==> src/rtl/mc_control_pkg.sv <==
// Shared encodings for the multicycle control FSM.
// Opcodes, states, mux selects and extender modes.
package mc_control_pkg;

  localparam logic [5:0] OP_R    = 6'h00;
  localparam logic [5:0] OP_J    = 6'h02;
  localparam logic [5:0] OP_BEQ  = 6'h04;
  localparam logic [5:0] OP_ADDI = 6'h08;
  localparam logic [5:0] OP_ANDI = 6'h0C;
  localparam logic [5:0] OP_ORI  = 6'h0D;
  localparam logic [5:0] OP_LUI  = 6'h0F;
  localparam logic [5:0] OP_LW   = 6'h23;
  localparam logic [5:0] OP_SW   = 6'h2B;

  typedef enum logic [2:0] {
    S_FETCH  = 3'd0,
    S_DECODE = 3'd1,
    S_EXEC   = 3'd2,
    S_MEM    = 3'd3,
    S_WB     = 3'd4
  } state_t;

  localparam logic [1:0] ALU_ADD   = 2'b00;
  localparam logic [1:0] ALU_SUB   = 2'b01;
  localparam logic [1:0] ALU_FUNCT = 2'b10;
  localparam logic [1:0] ALU_OPC   = 2'b11;

  localparam logic [1:0] SRCB_REG  = 2'b00;
  localparam logic [1:0] SRCB_FOUR = 2'b01;
  localparam logic [1:0] SRCB_IMM  = 2'b10;
  localparam logic [1:0] SRCB_IMM2 = 2'b11;

  localparam logic [1:0] PC_ALU = 2'b00;
  localparam logic [1:0] PC_OUT = 2'b01;
  localparam logic [1:0] PC_JMP = 2'b10;

  localparam logic [1:0] EXT_ZERO  = 2'b00;
  localparam logic [1:0] EXT_SIGN  = 2'b01;
  localparam logic [1:0] EXT_UPPER = 2'b10;

  typedef enum logic [3:0] {
    CLS_R,
    CLS_J,
    CLS_BEQ,
    CLS_ADDI,
    CLS_LOGIC,
    CLS_LUI,
    CLS_LW,
    CLS_SW,
    CLS_ILL
  } cls_t;

endpackage

==> src/rtl/mc_decode.sv <==
// Opcode to instruction class and immediate-extension mode.
// Purely combinational.
module mc_decode
  import mc_control_pkg::*;
(
  input  logic [5:0] opcode,
  output cls_t       cls,
  output logic [1:0] ext
);

  always_comb begin
    cls = CLS_ILL;
    ext = EXT_SIGN;
    case (opcode)
      OP_R:    cls = CLS_R;
      OP_J:    cls = CLS_J;
      OP_BEQ:  cls = CLS_BEQ;
      OP_ADDI: cls = CLS_ADDI;
      OP_LW:   cls = CLS_LW;
      OP_SW:   cls = CLS_SW;
      OP_ANDI: begin
        cls = CLS_LOGIC;
        ext = EXT_ZERO;
      end
      OP_ORI: begin
        cls = CLS_LOGIC;
        ext = EXT_ZERO;
      end
      OP_LUI: begin
        cls = CLS_LUI;
        ext = EXT_UPPER;
      end
      default: cls = CLS_ILL;
    endcase
  end

endmodule

==> src/rtl/mc_control.sv <==
// Multicycle control FSM: FETCH, DECODE, EXEC, MEM, WB.
// Outputs are combinational; enables are gated by rst.
module mc_control
  import mc_control_pkg::*;
(
  input  logic       clk,
  input  logic       rst,
  input  logic [5:0] opcode,
  input  logic       zero,
  input  logic       memReady,
  output logic       pcWrite,
  output logic       irWrite,
  output logic       memRead,
  output logic       memWrite,
  output logic       regWrite,
  output logic       regDst,
  output logic       memToReg,
  output logic       aluSrcA,
  output logic [1:0] aluSrcB,
  output logic [1:0] signExtSignal,
  output logic [1:0] aluOp,
  output logic [1:0] pcSrc,
  output logic       illegal,
  output logic [2:0] state
);

  state_t     st_q, st_d;
  logic [5:0] op_q;
  logic [5:0] dec_op;
  cls_t       cls;
  logic [1:0] ext;

  logic pc_w, ir_w, m_rd, m_wr, rf_w, ill;

  always_ff @(posedge clk or posedge rst) begin
    if (rst) begin
      st_q <= S_FETCH;
      op_q <= '0;
    end else begin
      st_q <= st_d;
      if (st_q == S_DECODE) op_q <= opcode;
    end
  end

  // The IR is already valid in DECODE, before the opcode is latched.
  assign dec_op = (st_q == S_DECODE) ? opcode : op_q;

  mc_decode u_dec (
    .opcode (dec_op),
    .cls    (cls),
    .ext    (ext)
  );

  always_comb begin
    st_d          = S_FETCH;
    pc_w          = 1'b0;
    ir_w          = 1'b0;
    m_rd          = 1'b0;
    m_wr          = 1'b0;
    rf_w          = 1'b0;
    ill           = 1'b0;
    regDst        = 1'b0;
    memToReg      = 1'b0;
    aluSrcA       = 1'b0;
    aluSrcB       = SRCB_REG;
    signExtSignal = EXT_SIGN;
    aluOp         = ALU_ADD;
    pcSrc         = PC_ALU;
    case (st_q)
      S_FETCH: begin
        m_rd    = 1'b1;
        aluSrcB = SRCB_FOUR;
        ir_w    = memReady;
        pc_w    = memReady;
        st_d    = memReady ? S_DECODE : S_FETCH;
      end
      S_DECODE: begin
        aluSrcB = SRCB_IMM2;
        st_d    = S_EXEC;
        if (cls == CLS_J) begin
          pc_w  = 1'b1;
          pcSrc = PC_JMP;
          st_d  = S_FETCH;
        end else if (cls == CLS_ILL) begin
          ill   = 1'b1;
          st_d  = S_FETCH;
        end
      end
      S_EXEC: begin
        aluSrcA = 1'b1;
        case (cls)
          CLS_R: begin
            aluOp = ALU_FUNCT;
            st_d  = S_WB;
          end
          CLS_BEQ: begin
            aluOp = ALU_SUB;
            pcSrc = PC_OUT;
            pc_w  = zero;
          end
          CLS_LW, CLS_SW: begin
            aluSrcB       = SRCB_IMM;
            signExtSignal = ext;
            st_d          = S_MEM;
          end
          CLS_ADDI: begin
            aluSrcB       = SRCB_IMM;
            signExtSignal = ext;
            st_d          = S_WB;
          end
          CLS_LOGIC, CLS_LUI: begin
            aluSrcB       = SRCB_IMM;
            signExtSignal = ext;
            aluOp         = ALU_OPC;
            st_d          = S_WB;
          end
          default: st_d = S_FETCH;
        endcase
      end
      S_MEM: begin
        m_rd = (cls == CLS_LW);
        m_wr = (cls == CLS_SW);
        if (!memReady)          st_d = S_MEM;
        else if (cls == CLS_LW) st_d = S_WB;
        else                    st_d = S_FETCH;
      end
      S_WB: begin
        rf_w     = 1'b1;
        regDst   = (cls == CLS_R);
        memToReg = (cls == CLS_LW);
      end
      default: st_d = S_FETCH;
    endcase
  end

  assign pcWrite  = pc_w & ~rst;
  assign irWrite  = ir_w & ~rst;
  assign memRead  = m_rd & ~rst;
  assign memWrite = m_wr & ~rst;
  assign regWrite = rf_w & ~rst;
  assign illegal  = ill  & ~rst;
  assign state    = st_q;

endmodule

==> config.mk <==
export PLATFORM = sky130hd
export DESIGN_NAME = mc_control
export DESIGN_NICKNAME = d
export VERILOG_FILES = /design/src/rtl/mc_control_pkg.sv /design/src/rtl/mc_decode.sv /design/src/rtl/mc_control.sv
export SDC_FILE = /design/constraint.sdc
export NUM_CORES = 1
export LEC_CHECK = 0
export CORE_ASPECT_RATIO = 0.7
export CORE_MARGIN = 3
export CORE_UTILIZATION = 44
export DETAILED_ROUTE_END_ITERATION = 7
export PLACE_DENSITY = 0.78
export RECOVER_POWER = 50
export SYNTH_ARGS = -nofsm -noshare
export SYNTH_HDL_FRONTEND = slang
export SYNTH_HIERARCHICAL = 1
export SYNTH_SLANG_ARGS = --single-unit
==> constraint.sdc <==
create_clock -name clk -period 4.8 [get_ports clk]
set_clock_uncertainty 0.2 [all_clocks]
set_input_delay 0.96 -clock clk [delete_from_list [all_inputs] [get_ports clk]]
set_output_delay 0.96 -clock clk [all_outputs]
set_load 0.005 [all_outputs]
[After elaboration in Yosys (flattened, before gate mapping)]
Cells that the tools add are included.
Word-level totals
  output and inout port bits: 20
  logic and storage cells: 69
  bits in registers: 9
  input bits: 10
Operators by class
  reductions and logical operators: 8
  bitwise operators: 7
  equality and inequality tests: 20
  mux-type cells: 32
Operator list (number)
  $pmux W4 S8: 1
  $eq A6 B4 Y1 const B: 4
  $eq A4 B3 Y1 const B: 4
  $mux W2: 7
  $mux W1: 13
  $eq A6 B6 Y1 const B: 2
  $pmux W2 S3: 2
  $pmux W3 S4: 1
  $eq A4 B2 Y1 const B: 2
  $pmux W2 S2: 2
  $and A1 B1 Y1: 6
  $eq A3 B2 Y1 const B: 2
  $eq A6 B2 Y1 const B: 1
  $eq A6 B3 Y1 const B: 1
  $logic_not A6 Y1: 1
  $mux W3: 2
  $mux W6: 1
  $pmux W3 S2: 1
  $reduce_or A2 Y1: 3
  $reduce_or A5 Y1: 1
  $eq A4 B1 Y1 const B: 1
  $eq A4 B4 Y1 const B: 1
  $logic_not A4 Y1: 1
  $reduce_or A4 Y1: 1
  other kinds (6): 6

[Logic depth before layout (Yosys ltp)]
Gate-level depths: netlist of run 1.
  word-level depth: 10
  mapped depth: 11
  depth with buffers taken out: 8

[Cells and area by module]
The synthesis of run 1 kept the hierarchy.
Modules (own cells, without submodules)
  mc_control: area each 699.4 um2, cells an instance 79, instances 1, seq. area each 225.2 um2
  mc_decode: area each 163.9 um2, cells an instance 26, instances 1, seq. area each 0.0 um2

[Worst setup path after synthesis of run 1]
No wires, ideal clock.
  path kind: register to output
  from: register st_q[1] (netlist: state[1])
  to: output signExtSignal[0]
  stages on the path, launching flop included: 11
  path buffers: 3
  slack: 656 ps
  required time: 3640 ps
  data arrival time: 2984 ps
  cells stage by stage: dfrtp_1 > buf_2 > nor3b_2 > mux2_1 > buf_6 > and4b_1 > a41oi_2 > a21o_1 > buf_6 > or4b_4 > or3_1
On the way
  word-level cells in the longest chain between the ends: 9
  elaborated cells on any way between the ends: 23
  classes of those cells: eq/ne (15); mux (5); reduce/logical (3)
Ends and longest elaborated chain
  start: declaration: line mc_control.sv:27  | state_t st_q, st_d;
  start signal: assignment: line mc_control.sv:40  | st_q <= st_d;
  $eq A3 B1 Y1 (*): line mc_control.sv:46  | assign dec_op = (st_q == S_DECODE) ? opcode : op_q;
  $mux W6 (*)
  net dec_op[2]: line mc_control.sv:29  | logic [5:0] dec_op;
  $eq A6 B4 Y1: line mc_decode.sv:14  | case (opcode)
  $reduce_or A2 Y1 (no line)
  $pmux W4 S8 (*): line mc_decode.sv:14
  net cls[3]: line mc_control.sv:30  | cls_t cls;
  $eq A4 B3 Y1 or $eq A4 B2 Y1 (tied branches): line mc_control.sv:91  | case (cls)
  $reduce_or A5 Y1 (no line) (*)
  $mux W2 (*): line mc_control.sv:91
  $mux W2 (*): line mc_control.sv:69  | case (st_q)
  end: declaration: line mc_control.sv:20  | output logic [1:0] signExtSignal,
The timed path passes the listed nets; every way through them passes the cells marked *.

[Worst setup path after layout of run 1]
  from: input opcode[2]
  to: output aluOp[1]
On the way
  word-level cells in the longest chain between the ends: 8
  elaborated cells on any way between the ends: 19
  classes of those cells: eq/ne (11); mux (4); reduce/logical (4)
Ends and longest elaborated chain
  start: declaration: line mc_control.sv:8  | input logic [5:0] opcode,
  $mux W6 (*)
  net dec_op[2]: line mc_control.sv:29
  $eq A6 B4 Y1: line mc_decode.sv:14
  $reduce_or A2 Y1 (no line)
  $pmux W4 S8 (*): line mc_decode.sv:14
  net cls[3]: line mc_control.sv:30
  $eq A4 B3 Y1: line mc_control.sv:91
  $reduce_or A2 Y1
  $pmux W2 S3 (*): line mc_control.sv:91
  $mux W2 (*): line mc_control.sv:69
  end: declaration: line mc_control.sv:21  | output logic [1:0] aluOp,
Marked as above.

==> impl_metrics.json, run 1 <==
{
  "hpwl_um": 1870,
  "hold_viol": 0,
  "leakage_nw": 0.521,
  "firstDrtPassIters": 4,
  "period_share": 0.985,
  "ys_seq_elements": 9,
  "synth_top_area_frac": 0.261,
  "worst_slack_ps": 73.9,
  "dr.first_iter.drc_count": 36,
  "yosysMostFrequentCell": "nor2_1",
  "maxSlewHeadroom": 0.725,
  "clock-sinks": 9,
  "wirelength_um": 2490,
  "hold_path_class": "reg -> reg",
  "syn_area_um2": 863,
  "clk_latency_ps": 260,
  "rsz0062_at_grt": "true",
  "synth_cell_type_count": 37,
  "die_area_um2": 2540,
  "syn_area_per_cell_um2": 8.22,
  "cts_buffers": 3,
  "ys.flop_type": "dfrtp_1",
  "placed_area_um2": 1220,
  "worst_pin_slew_ps": 411,
  "post-route-drc-count": 0,
  "synth_common_cells": "nor2_1, dfrtp_1, mux2_1, nand2_1",
  "rows": 12,
  "die-height_um": 43.1,
  "final_area_um2": 1300,
  "clock-root-buffer": "clkbuf_4",
  "diodes": 0,
  "yosysWarnings": 6,
  "yosysSeqAreaShare": 0.261,
  "io_pins": 30,
  "grt_pass1_vias": 919,
  "timing.fmax_mhz": 212,
  "grt_max_degree": 14,
  "clk_pin_slew_ps": 60,
  "cts_tree": "built",
  "fp.dieW_um": 58.9,
  "crit_required_ps": 3640,
  "postCtsSetupBuffers": 0,
  "grt_usage": 0.210,
  "synthCells": 105,
  "synth_edf_count": 0,
  "async_flop_share": 1.00,
  "nNetsFinal": 155,
  "place.port_buffers": 29,
  "pre_cts_ws_ps": 24.4,
  "critPathLaunchType": "input port",
  "cts_max_path_buffers": 2,
  "area_growth_pct": 50.4,
  "vias": 936,
  "critical_path_class": "in -> out",
  "worst_setup_path_end_kind": "primary output",
  "vdd_drop_max_uv": 393,
  "crit_arrival_ps": 3570,
  "vias_per_cell": 5.67,
  "worst-path-max-fanout": 4,
  "ys_top_cells_by_area": "dfrtp_1, mux2_1, nor2_1",
  "start_util": 0.504,
  "core_um2": 1710,
  "setup_viol": 0,
  "syn_nets": 115,
  "grt_pass1_wl_um": 4080,
  "gp_congestion": 0.881,
  "finalCriticalPeriod_ps": 4730,
  "cts-htree-levels": 1,
  "ant_nets": 0,
  "post_drt_wl_per_cell_um": 15.1,
  "status": "complete, no violations",
  "fin_tns_setup_ps": 0,
  "max-cap-violations": 0,
  "p_per_area_nw_per_um2": 507,
  "drv_slew": 0,
  "grt-ovfl-total": 0,
  "synth_top_area_cell": "dfrtp_1",
  "drive_gt1_frac": 0.250,
  "antenna_found_initial": 0
}
where the power goes:
part | switching [mW] | internal, mW
Clock | 0.0273 | 0.0321
Sequential | 0.0116 | 0.107
Combinational | 0.254 | 0.226
layout make-up:
cell class,instances,area (µm²)
clock buffers,4,26.3
well taps,21,26.3
repair buffers,43,398
fillers,120,413
multi-input cells,83,604
inverters,5,18.8
flip-flops and latches,9,225
state kept, by name, summed over array words and instances (netlist names):
register,cells
op_q,6
state,3
kinds of logic after synthesis:
kind of cell | synth area share
AND/OR/NAND/NOR | 0.400
AO/OA/AOI/OAI | 0.120
buffers and inverters | 0.0971
flip-flops | 0.261
multiplexers | 0.0913
XOR/XNOR | 0.0304
metrics by stage:
step / util / hold WS, ps / cells / power [mW]
floorplan: - / 275 / 105 / 0.411
global placement: 0.713 / 385 / 161 / 0.541
detailed placement: 0.713 / 399 / 161 / 0.553
CTS: 0.728 / 413 / 165 / 0.616
global route: 0.759 / 408 / 165 / 0.710
finish: 0.759 / 380 / 165 / 0.659
worst paths after layout:
check / startpoint / endpoint / slack [ps] / cells after the start
worst max-delay path: opcode[2] / aluOp[1] / 70 / 8
worst min-delay path: op_q[1]$_DFF_PP0_ / op_q[1]$_DFF_PP0_ / 380 / 1
worst max register to register: state[1]$_DFF_PP0_ / state[1]$_DFF_PP0_ / 1730 / 10
worst min register to register: op_q[1]$_DFF_PP0_ / op_q[1]$_DFF_PP0_ / 380 / 1
max in group asynchronous: rst / op_q[5]$_DFF_PP0_ / 3070 / 2
min in group asynchronous: rst / state[1]$_DFF_PP0_ / 1060 / 2
repair_timing:
item	CTS	global route
setup endpoints to repair	0	12
hold buffers	0	0
gates resized for setup	0	17
per-layer routing:
metal  part of all wire  global-route usage  up-vias
li1                   -                   -      449
met1               0.44               0.293      437
met2               0.46               0.302       46
met3              0.085              0.0699        4
met4              0.011              0.0633        0
met5                  0                   0        -
cell usage in the layout, fill, tap and decap left out, types with 3 or more instances in the layout:
master	n
a21oi_1	3
mux2_2	6
nor3_1	5
inv_1	5
nor2_1	11
buf_4	14
nand3b_1	3
nand2_1	6
nand3_1	4
a31oi_1	3
nor2b_1	4
nor4b_2	3
nand2b_1	4
clkbuf_4	3
clkdlybuf4s50_1	27
dfrtp_1	9
worst max-delay path, cell delays in order:
cell and delay, ps:
clkdlybuf4s50_1 420, mux2_2 300, and4b_2 310, a41oi_2 50
a21o_1 190, or4b_4 540, nor3_2 230, clkdlybuf4s50_1 550
No activity file was read; power rests on OpenSTA's default activity.
==> inputs of run 2 (changes only) <==
==> constraint.sdc (replaced) <==
create_clock -name clk -period 4.8 [get_ports clk]
set_clock_uncertainty 0.2 [all_clocks]
set_input_delay 0.48 -clock clk [delete_from_list [all_inputs] [get_ports clk]]
set_output_delay 0.48 -clock clk [all_outputs]
set_load 0.005 [all_outputs]
==> impl_metrics.json, run 2 (synthesis results as in run 1) <==
{
  "status": "complete, no violations",
  "crit_required_ps": 4120,
  "grt_usage": 0.210,
  "period_share": 0.951,
  "largest_reg_flops": 6,
  "fp.dieW_um": 58.9,
  "hold_path_class": "reg -> reg",
  "setup_viol": 0,
  "placed_area_um2": 1130,
  "grt_pass1_wl_um": 4050,
  "clk_pin_slew_ps": 60,
  "hpwl_um": 1830,
  "maxSlewHeadroom": 0.631,
  "io_pins": 30,
  "ant_nets": 0,
  "worstPathCellList": "nor3b_2 > mux2_1 > and4b_1 > a41oi_2 > a21o_1 > or4b_4 > or3_1 > clkdlybuf4s50_1",
  "crit_arrival_ps": 3880,
  "max-cap-violations": 0,
  "r2r_start": "state[1]$_DFF_PP0_",
  "area_growth_pct": 33.8,
  "cp_top_family": "simple AND/OR/NAND/NOR gates",
  "die_area_um2": 2540,
  "final_common_cell": "clkdlybuf4s50_1",
  "worst-path-max-fanout": 12,
  "vias": 894,
  "critPathLaunchType": "flip-flop",
  "final_area_um2": 1150,
  "regMostFlops": "op_q",
  "grt-ovfl-total": 0,
  "worst_pin_slew_ps": 553,
  "start_util": 0.504,
  "most-common-layout-cells": "clkdlybuf4s50_1, nor2_1, dfrtp_1",
  "drv_slew": 0,
  "place.port_buffers": 29,
  "grt_pass1_vias": 872,
  "p_per_area_nw_per_um2": 480,
  "fin_tns_setup_ps": 0,
  "leakage_nw": 0.457,
  "grt_max_degree": 14,
  "path_buf_inv": 1,
  "hold_viol": 0,
  "gp_congestion": 0.794,
  "clk_latency_ps": 260,
  "cts_buffers": 3,
  "regToRegSetupSlack_ps": 1360,
  "r2r_end": "state[2]$_DFF_PP0_",
  "min_path_cells": 1,
  "n_fill_cell": 155,
  "die-height_um": 43.1,
  "wirelength_um": 2410,
  "critical_path_class": "reg -> out",
  "cts-htree-levels": 1,
  "rows": 12,
  "post-route-drc-count": 0,
  "min_to": "op_q[1]$_DFF_PP0_",
  "cts_max_path_buffers": 2,
  "finalCriticalPeriod_ps": 4560,
  "cpPeakStageDelay_ps": 580,
  "nNetsFinal": 143,
  "cts_tree": "built",
  "worst_setup_path_end_kind": "primary output",
  "diodes": 0,
  "postCtsSetupBuffers": 0,
  "reg2reg_depth": 8,
  "dr.first_iter.drc_count": 21,
  "firstDrtPassIters": 4,
  "clock-root-buffer": "clkbuf_4",
  "vdd_drop_max_uv": 354,
  "vias_per_cell": 5.84,
  "core_um2": 1710,
  "rsz0062_at_grt": "false",
  "timing.fmax_mhz": 219,
  "drive_gt1_frac": 0.0833,
  "holdCritStartpoint": "op_q[1]$_DFF_PP0_",
  "antenna_found_initial": 0,
  "clock-sinks": 9,
  "post_drt_wl_per_cell_um": 15.8,
  "slowest_stage": "or4b_4",
  "cp.depth": 8,
  "total_power_mw": 0.555
}
[run 2: cell count changes in the layout (fill, tap and decap cells not counted), sizes merged]
cell,change
clkbuf,+1
buf,-13
dlygate4sd3,+3
dlymetal6s2s,-1
clkdlybuf4s50,-2
[run 2: worst max path at each step]
stage / startpoint / to / slack, ps
finish: state[1]$_DFF_PP0_ / signExtSignal[0] / 240
global route: state[1]$_DFF_PP0_ / pcWrite / 20
CTS: state[1]$_DFF_PP0_ / pcWrite / 220
detailed placement: state[1]$_DFF_PP0_ / pcWrite / 510
global placement: state[1]$_DFF_PP0_ / pcWrite / 620
floorplan: state[1]$_DFF_PP0_ / signExtSignal[0] / 1140
[run 2: final cells by class]
type | instances | area (µm²) | share of cell area
Multi-Input combinational cell | 83 | 557 | 0.482
Timing Repair Buffer | 31 | 302 | 0.261
Sequential cell | 9 | 225 | 0.195
Clock buffer | 4 | 26.3 | 0.0228
Tap cell | 21 | 26.3 | 0.0228
Inverter | 5 | 18.8 | 0.0163
[run 2: through the flow]
step	util	instances	worst slack [ps]	hold WS, ps
final	0.675	153	237	405
after global routing	0.675	153	17.1	460
after CTS	0.675	153	219	406
after detailed placement	0.660	149	506	385
after global placement	0.660	149	621	393
after floorplan	-	105	1140	116
[run 2: routing by layer]
metal  track usage  vias up  wire, µm
met2         0.295       37      1090
met4        0.0679        0         0
li1              -      428         -
met1         0.298      429      1140
met3        0.0699        0       186
met5             0        -         0
[run 2: power breakdown]
part | switching, mW | internal [mW]
clock network | 0.0263 | 0.0320
registers | 0.0147 | 0.107
logic | 0.218 | 0.157
[run 2: what timing repair did]
| item | in CTS | in global routing |
|---|---|---|
| hold buffers | 0 | 0 |
| hold endpoints to repair | 0 | 0 |
| endpoints found under the setup margin | 0 | 1 |
| gates resized for setup | 0 | 1 |
